### src/rtl/pixel_packer.sv
// Packs a BMP-ordered byte stream (B,G,R per pixel, padded rows) into 24-bit pixels
// with x/y coordinates, sync flags and a per-frame completion count.
module pixel_packer #(
  parameter int LOC_SIZE   = 16,
  parameter int PIXEL_SIZE = 24
) (
  input  logic                  clk,
  input  logic                  reset_n,
  input  logic                  en,
  input  logic [LOC_SIZE-1:0]   width,
  input  logic [LOC_SIZE-1:0]   height,
  input  logic [1:0]            padding,
  input  logic                  byte_valid,
  input  logic [7:0]            byte_data,
  output logic                  byte_ready,
  input  logic                  pix_ready,
  output logic                  pix_valid,
  output logic [PIXEL_SIZE-1:0] pix_data,
  output logic [LOC_SIZE-1:0]   x,
  output logic [LOC_SIZE-1:0]   y,
  output logic                  hsync,
  output logic                  vsync,
  output logic [LOC_SIZE-1:0]   frame,
  output logic                  frame_done
);

  typedef enum logic [1:0] {B0, B1, B2, PAD} state_e;

  state_e                state_q;
  logic [7:0]            byte0_q, byte1_q;
  logic [LOC_SIZE-1:0]   width_q, height_q, col_q, row_q, frame_q, x_q, y_q;
  logic [1:0]            padding_q, padCnt_q;
  logic                  start_q, pixValid_q, hsync_q, vsync_q, last_q;
  logic [PIXEL_SIZE-1:0] pixData_q;

  logic                  xfer, load, accept, rowEnd, frameEnd, geomOk;
  logic [PIXEL_SIZE-1:0] pixData_d;

  // While start_q is set the geometry has not been captured yet, so no bytes are taken.
  always_comb begin
    byte_ready = 1'b0;
    if (en) begin
      case (state_q)
        B0:      byte_ready = !start_q;
        B2:      byte_ready = !pixValid_q || pix_ready;
        default: byte_ready = 1'b1;
      endcase
    end
  end

  assign geomOk    = (width != '0) && (height != '0);
  assign xfer      = byte_valid && byte_ready;
  assign load      = xfer && (state_q == B2);
  assign accept    = en && pixValid_q && pix_ready;
  assign rowEnd    = (col_q == width_q - LOC_SIZE'(1));
  assign frameEnd  = rowEnd && (row_q == height_q - LOC_SIZE'(1));
  assign pixData_d = PIXEL_SIZE'({byte_data, byte1_q, byte0_q});

  always_ff @(posedge clk or negedge reset_n) begin
    if (!reset_n) begin
      state_q    <= B0;
      byte0_q    <= '0;
      byte1_q    <= '0;
      width_q    <= '0;
      height_q   <= '0;
      padding_q  <= '0;
      padCnt_q   <= '0;
      col_q      <= '0;
      row_q      <= '0;
      frame_q    <= '0;
      x_q        <= '0;
      y_q        <= '0;
      start_q    <= 1'b1;
      pixValid_q <= 1'b0;
      pixData_q  <= '0;
      hsync_q    <= 1'b0;
      vsync_q    <= 1'b0;
      last_q     <= 1'b0;
    end else begin
      if (load) begin
        pixValid_q <= 1'b1;
        pixData_q  <= pixData_d;
        x_q        <= col_q;
        y_q        <= row_q;
        hsync_q    <= (col_q == '0);
        vsync_q    <= (col_q == '0) && (row_q == '0);
        last_q     <= frameEnd;
      end else if (accept) begin
        pixValid_q <= 1'b0;
      end

      // last_q still describes the pixel leaving the output register on this edge.
      if (accept && last_q) begin
        frame_q <= frame_q + LOC_SIZE'(1);
      end

      if (en) begin
        case (state_q)
          B0: begin
            if (start_q) begin
              if (geomOk) begin
                width_q   <= width;
                height_q  <= height;
                padding_q <= padding;
                start_q   <= 1'b0;
              end
            end else if (xfer) begin
              byte0_q <= byte_data;
              state_q <= B1;
            end
          end
          B1: begin
            if (xfer) begin
              byte1_q <= byte_data;
              state_q <= B2;
            end
          end
          B2: begin
            if (xfer) begin
              if (rowEnd) begin
                col_q    <= '0;
                padCnt_q <= '0;
                state_q  <= (padding_q != 2'd0) ? PAD : B0;
                if (frameEnd) begin
                  row_q   <= '0;
                  start_q <= 1'b1;
                end else begin
                  row_q <= row_q + LOC_SIZE'(1);
                end
              end else begin
                col_q   <= col_q + LOC_SIZE'(1);
                state_q <= B0;
              end
            end
          end
          PAD: begin
            if (xfer) begin
              padCnt_q <= padCnt_q + 2'd1;
              if (padCnt_q == padding_q - 2'd1) begin
                state_q <= B0;
              end
            end
          end
          default: state_q <= B0;
        endcase
      end
    end
  end

  assign pix_valid  = pixValid_q;
  assign pix_data   = pixData_q;
  assign x          = x_q;
  assign y          = y_q;
  assign hsync      = hsync_q;
  assign vsync      = vsync_q;
  assign frame      = frame_q;
  assign frame_done = accept && last_q;

endmodule
### config.mk
export PLATFORM = sky130hd
export DESIGN_NAME = pixel_packer
export DESIGN_NICKNAME = d
export VERILOG_FILES = /design/src/rtl/pixel_packer.sv
export SDC_FILE = /design/constraint.sdc
export NUM_CORES = 1
export LEC_CHECK = 0
export ABC_AREA = 1
export CORE_ASPECT_RATIO = 1.1
export CORE_MARGIN = 5
export CORE_UTILIZATION = 30
export DETAILED_ROUTE_END_ITERATION = 16
export PLACE_DENSITY = 0.57
export RECOVER_POWER = 50
export SLEW_MARGIN = 20
export SYNTH_ARGS = -nofsm -noshare
export SYNTH_HDL_FRONTEND = slang
export SYNTH_SLANG_ARGS = --single-unit
### constraint.sdc
create_clock -name clk -period 2.49 [get_ports clk]
set_clock_uncertainty 0.1 [all_clocks]
set_input_delay 0.3735 -clock clk [delete_from_list [all_inputs] [get_ports clk]]
set_output_delay 0.3735 -clock clk [all_outputs]
set_load 0.02 [all_outputs]
# Yosys cells after proc, flatten, opt, wreduce, memory -nomap -nowiden
# Index checks and enable logic that the tools add are counted.
[classes]
addsub = 7
eq_ne = 14
muxes = 25
n_bitwise = 1
reduce_logical = 28
[ops]
columns = ["cell", "count"]
rows = [
  ["16-bit by 1-bit adder with 16-bit output (second input constant)", 3],
  ["16-bit == test", 2],
  ["16-bit zero test", 2],
  ["16-bit two-way mux", 2],
  ["16-bit nonzero test", 2],
  ["16-bit by 1-bit subtractor with 16-bit output (second input constant)", 2],
  ["2-bit two-way mux", 11],
  ["2-bit != test (second input constant)", 8],
  ["4-bit AND reduction", 3],
  ["5-bit AND reduction", 2],
  ["1-bit logical AND", 8],
  ["1-bit two-way mux", 8],
  ["2-bit one-hot mux with 4 select lines", 1],
  ["2-bit nonzero test", 4],
  ["7-bit AND reduction", 1],
  ["3-bit AND reduction", 2],
  ["2-bit == test (second input constant)", 2],
  ["1-bit one-hot mux with 2 select lines", 2],
  ["2-bit one-hot mux with 2 select lines", 1],
  ["2-bit by 1-bit adder with 2-bit output (second input constant)", 1],
  ["2-bit by 1-bit == test with 1-bit output (second input constant)", 1],
  ["2-bit == test", 1],
  ["1-bit zero test", 2],
  ["2-bit zero test", 1],
  ["3 further kinds", 3],
]
[word_totals]
regBits = 163
inputBits = 47
output_inout_bits = 77
elab_cells = 93

# Logic depth before layout (Yosys ltp)
[depth]
word_depth = 8
depth_mapped = 18

# Worst setup path after synthesis
# OpenSTA, ideal clock, no wires.
[synth_timing]
path_kind = "flip-flop to flip-flop"
startpoint = "register pixValid_q (netlist: pix_valid)"
endpoint = "register frame_q[13] (netlist: frame[13])"
setup_time_ps = 129
arrival_ps = 1951
required_ps = 2261
path_slack_ps = 310
stages_incl_launch_ff = 9
path_buffers = 0
synth_period_minus_slack_ps = 2180
path_cell_list = "dfrtp_1 -> nand3_1 -> nor2_2 -> nand2_1 -> nor4_2 -> nand3_1 -> nor3_2 -> nand3_1 -> xnor2_1"
[synth_via]
elab_chain_cells = 3
[synth_rtl]
columns = ["element", "line", "source"]
rows = [
  ["from (decl)", "33", "logic start_q, pixValid_q, hsync_q, vsync_q, last_q;"],
  ["from (signal assigned)", "74", "pixValid_q <= 1'b0;"],
  ["from (signal assigned)", "81", "pixValid_q <= 1'b1;"],
  ["from (signal assigned)", "89", "pixValid_q <= 1'b0;"],
  ["1-bit logical AND (2 in series)", "54", "assign accept = en && pixValid_q && pix_ready;"],
  ["1-bit logical AND", "--", ""],
  ["net frame_done", "24", "output logic frame_done"],
  ["to (signal assigned)", "94", "frame_q <= frame_q + LOC_SIZE'(1);"],
  ["to (decl)", "31", "logic [LOC_SIZE-1:0] width_q, height_q, col_q, row_q, frame_q, x_q, y_q;"],
]
# The timed path passes the listed nets, and every way through them passes these cells.
# A chain may end at the register's enable or synchronous reset.

# Worst setup path after layout
[layout_timing]
startpoint = "register width_q[1]"
endpoint = "register row_q[7]"
[layout_via]
elab_chain_cells = 4
[layout_rtl]
columns = ["element", "line", "source"]
rows = [
  ["from (decl)", "31", ""],
  ["from (signal assigned)", "102", "width_q <= width;"],
  ["16-bit by 1-bit subtractor with 16-bit output (*)", "55", "assign rowEnd = (col_q == width_q - LOC_SIZE'(1));"],
  ["16-bit == test (*)", "55", ""],
  ["1-bit logical AND", "56", "assign frameEnd = rowEnd && (row_q == height_q - LOC_SIZE'(1));"],
  ["16-bit two-way mux", "124", "if (frameEnd) begin"],
  ["to (signal assigned)", "128", "row_q <= row_q + LOC_SIZE'(1);"],
  ["to (decl)", "31", ""],
]
# Mark *: on every way between the ends. The rest lies on a longest branch, timed or not.

==> results.txt <==
The run finished with clean final reports. Compared with the post-synthesis result, the final layout area differs by 32.2%. The run gives 4230 um2 as the area used by multi-input combinational logic.

Synthesis produced a netlist whose cell count is 1,141. The top routing layer in use was met4. Global routing consumed, over all layers together, 15.5% of the routing resources.

The number of failing hold endpoints at the final stage came out at 0. TritonCTS built the clock tree. Across the VDD grid, the largest voltage drop is 0.551 mV.

For the effective utilization at floorplan, the log shows 30.5%. The tools report the start point of the worst min-delay path as start_q$_DFFE_PN1P_. Final clock period utilization by the worst path: 95.7%. The clock-pin slew reported for the worst setup and hold paths after clock tree synthesis works out to 60 ps. The peak fanout along the critical path is 8, and the data arrival time of the critical path is 2600 ps. In this run the remaining antenna-violating nets after routing total 0. The leakage component of the power was 5.58 nW; the routed length on met1 was 10,500 um.

The logs give 53 for the maximum number of pins on one net before global-route repair and 0 for the number of antenna violations at the first check in global routing. The clock root buffer master was clkbuf_16. Detailed placement finished with a half-perimeter wire length of 19,100 um. The logs give 837 um for the wire length on met3 and 0 for the antenna diode instance count. The width of the die was 173 um. The initialized floorplan defines 65 standard-cell rows. Counting flops and latches in the post-synthesis netlist gives 163. For the count of unique library cells instantiated by Yosys, the log shows 41.

The clock reaches the later pin of the worst-skew pair after 440 ps. STA puts the critical path data required time at 2710 ps. The transition time of the tightest slew-check pin is 1220 ps. The kind of critical path was reg2reg. The worst pin sits at a relative slew slack of 18.3%. The power density over the cells came out at 989 nW/um2.

After floorplanning, the core was sized to cover 28,900 um2. The design draws 0.0115 W. The total of endpoints with negative setup slack in the final report was 0; the routed length on met2 was 12,900 um. The vertical die dimension came out at 190 um.

Detailed routing inserted a total of 7,864 vias. The largest buffer count on any clock path is 2. The number of design rule violations left after detail routing is 0. Setup repair after global routing could not meet its margin everywhere. Area of the die: 32,900 um2. The sequential area share after synthesis is 46.3%, and the timing-limited maximum frequency is 420 MHz. The remaining global-route overflow came out at 0. The tools report the start of the worst register-to-register path as width_q[1]$_DFFE_PN0P_.

The final sum of negative setup slack is 0 ps, and the sequential standard cell area is 4080 um2. The tools report the number of pins exceeding their max-slew limit in the final report as 0. The vias per cell works out to 4.66. The tools report the first element of the critical path as width_q[1]$_DFFE_PN0P_.

The routed design has 24,900 um of wire. The worst path needs 2380 ps of the cycle, external delays included. The logs give 0 for the total of max-cap violations and 5 for the total iterations of the first detailed-routing run.

For this design the top-level I/O count stands at 124. The filler cells instantiated in the layout total 2,922. The first global-routing pass estimated 41,300 um of wire.

At the end of the flow the core is filled with cells to 40.3%. The total nets after synthesis was 1,196; the number of port buffers was 123. The number of global-route vias before repair was 7,968. In this run the cell area of the synthesized design comes to 8810 um2. The clock net in this run drives a total of 163 sinks. The path class of the lowest-slack min-delay path was reg2reg.

After the last flow step, the layout net total stands at 1,363. Clock tree synthesis inserted a total of 17 buffers. For this run, the number of Yosys warnings is 0.

The tools report the H-tree level count as 4. STA classifies the critical path startpoint as a flop. The weighted congestion at the end of routability-driven global placement is 0.889, and the share of post-route cells with drive strength above 1 is 13.6%.

The tools report the kind of end point of the critical path as a flop. Dividing the detail-routed wire length by the instance count gives 14.7 um. The average footprint of a synthesized cell came out at 7.72 um2.

For the number of design-rule violations left by the first detailed-router iteration, the log shows 471.
==> timing repair <==
action                                  in CTS  in global routing
gates resized for setup                      1                 56
setup buffers                                0                  5
endpoints found under the setup margin       1                 32
cloned                                       0                  1
hold buffers                                 1                  0
pin swaps                                    0                 20
endpoints found under the hold margin       44                  0
==> cells in the mapped netlist (all sizes together) <==
cell / number / area (um2)
nand2: 336 / 1270
dfrtp: 162 / 4050
inv: 142 / 533
nor2: 132 / 551
o21ai: 79 / 395
nand3: 73 / 405
xor2: 41 / 359
a21oi: 28 / 140
nand4: 19 / 119
nor4: 18 / 119
buf: 17 / 90.1
nor3: 17 / 95.1
xnor2: 17 / 149
clkbuf: 13 / 51.3
nand3b: 11 / 82.6
mux2: 10 / 113
ha: 8 / 100
or2: 6 / 37.5
a22oi: 2 / 15.0
xnor3: 2 / 45.0
a211oi: 1 / 7.51
a21o: 1 / 7.51
a311oi: 1 / 15.0
clkinv: 1 / 5.00
dfstp: 1 / 26.3
o211ai: 1 / 7.51
o21bai: 1 / 7.51
o22ai: 1 / 6.26
==> layout make-up <==
cell class / instances / share of cell area (%)
clock buffer: 19 / 3.80
clock inverter: 13 / 1.29
inverter: 143 / 4.63
multi-input combinational: 805 / 36.3
sequential: 163 / 35.1
tap: 368 / 3.95
timing repair buffer: 178 / 14.9
==> metal layers <==
layer,global-route usage (%),up-vias
li1,-,3954
met3,2.88,32
met5,0,-
met4,5.31,0
met1,18.9,3727
met2,27.6,151
==> cell usage in the layout, fill, tap and decap left out, types with 11 or more instances in the layout <==
cell type          n
nor4_1            17
dlygate4sd3_1     21
nand2_2           22
clkbuf_16         18
a21oi_1           28
nor2_4            11
dfrtp_1          160
xor2_1            41
o21ai_1           40
o21ai_0           39
buf_4             41
nand3b_1          11
clkdlybuf4s50_1  100
nand2_1          313
nor2_2            16
inv_1            133
xnor2_1           17
nand4_1           19
nor2_1           105
nor3_1            15
nand3_1           62
==> final timing paths <==
path	end	slack (ps)	depth (start not counted)
worst max register to register	row_q[7]$_DFFE_PN0P_	110	13
worst min register to register	start_q$_DFFE_PN1P_	360	2
worst min-delay path	start_q$_DFFE_PN1P_	360	2
max in group asynchronous	last_q$_DFFE_PN0P_	370	3
worst max-delay path	row_q[7]$_DFFE_PN0P_	110	13
min in group asynchronous	x[11]$_DFFE_PN0P_	630	2
==> where the power goes <==
group | total (W) | internal, W | switching [W]
Clock | 0.00269 | 0.00152 | 0.00117
Sequential | 0.00433 | 0.00351 | 0.000816
Combinational | 0.00450 | 0.00195 | 0.00255
==> worst max-delay path: stages, from the launching register on <==
cell and delay [ps]:
dfrtp_1 390, buf_6 120, nor2_4 100, nand2_4 100, nor2_4 230, a21o_1 180
nand2_2 90, nor2_4 130, nand3_2 100, nor2_4 220, nand3_4 200, clkbuf_16 210
nand2_1 50, nand2_1 50
==> sequential cells by signal (all words and copies together) (netlist names), 2 cells and up <==
| signal | count |
|---|---|
| width_q | 16 |
| frame | 16 |
| row_q | 16 |
| byte0_q | 8 |
| state_q | 2 |
| height_q | 16 |
| x | 16 |
| y | 16 |
| pix_data | 24 |
| padCnt_q | 2 |
| padding_q | 2 |
| col_q | 16 |
| byte1_q | 8 |
==> through the flow <==
stage                     hold WS (ps)  instances  setup slack, ps  cell area (um2)
after global placement             253       1650            -5.44            10800
final                              364       1689              107            11600
after detailed placement           254       1650            -46.2            10800
after floorplan                  -22.1       1141              310             8810
after global routing               391       1689            -57.6            11600
after CTS                          360       1683             2.03            11400
==> cell families (layout without fill, tap and decap cells) <==
kind of cell	Yosys count	count (layout)	share of synthesized area [%]
buffers and inverters	173	353	7.71
AO/OA/AOI/OAI	115	115	6.83
adder cells (fa/ha/maj)	8	8	1.14
multiplexers	10	10	1.28
flip-flops	163	163	46.3
AND/OR/NAND/NOR	612	612	30.5
XOR/XNOR	60	60	6.28
Power figures use the tool's default switching activity.
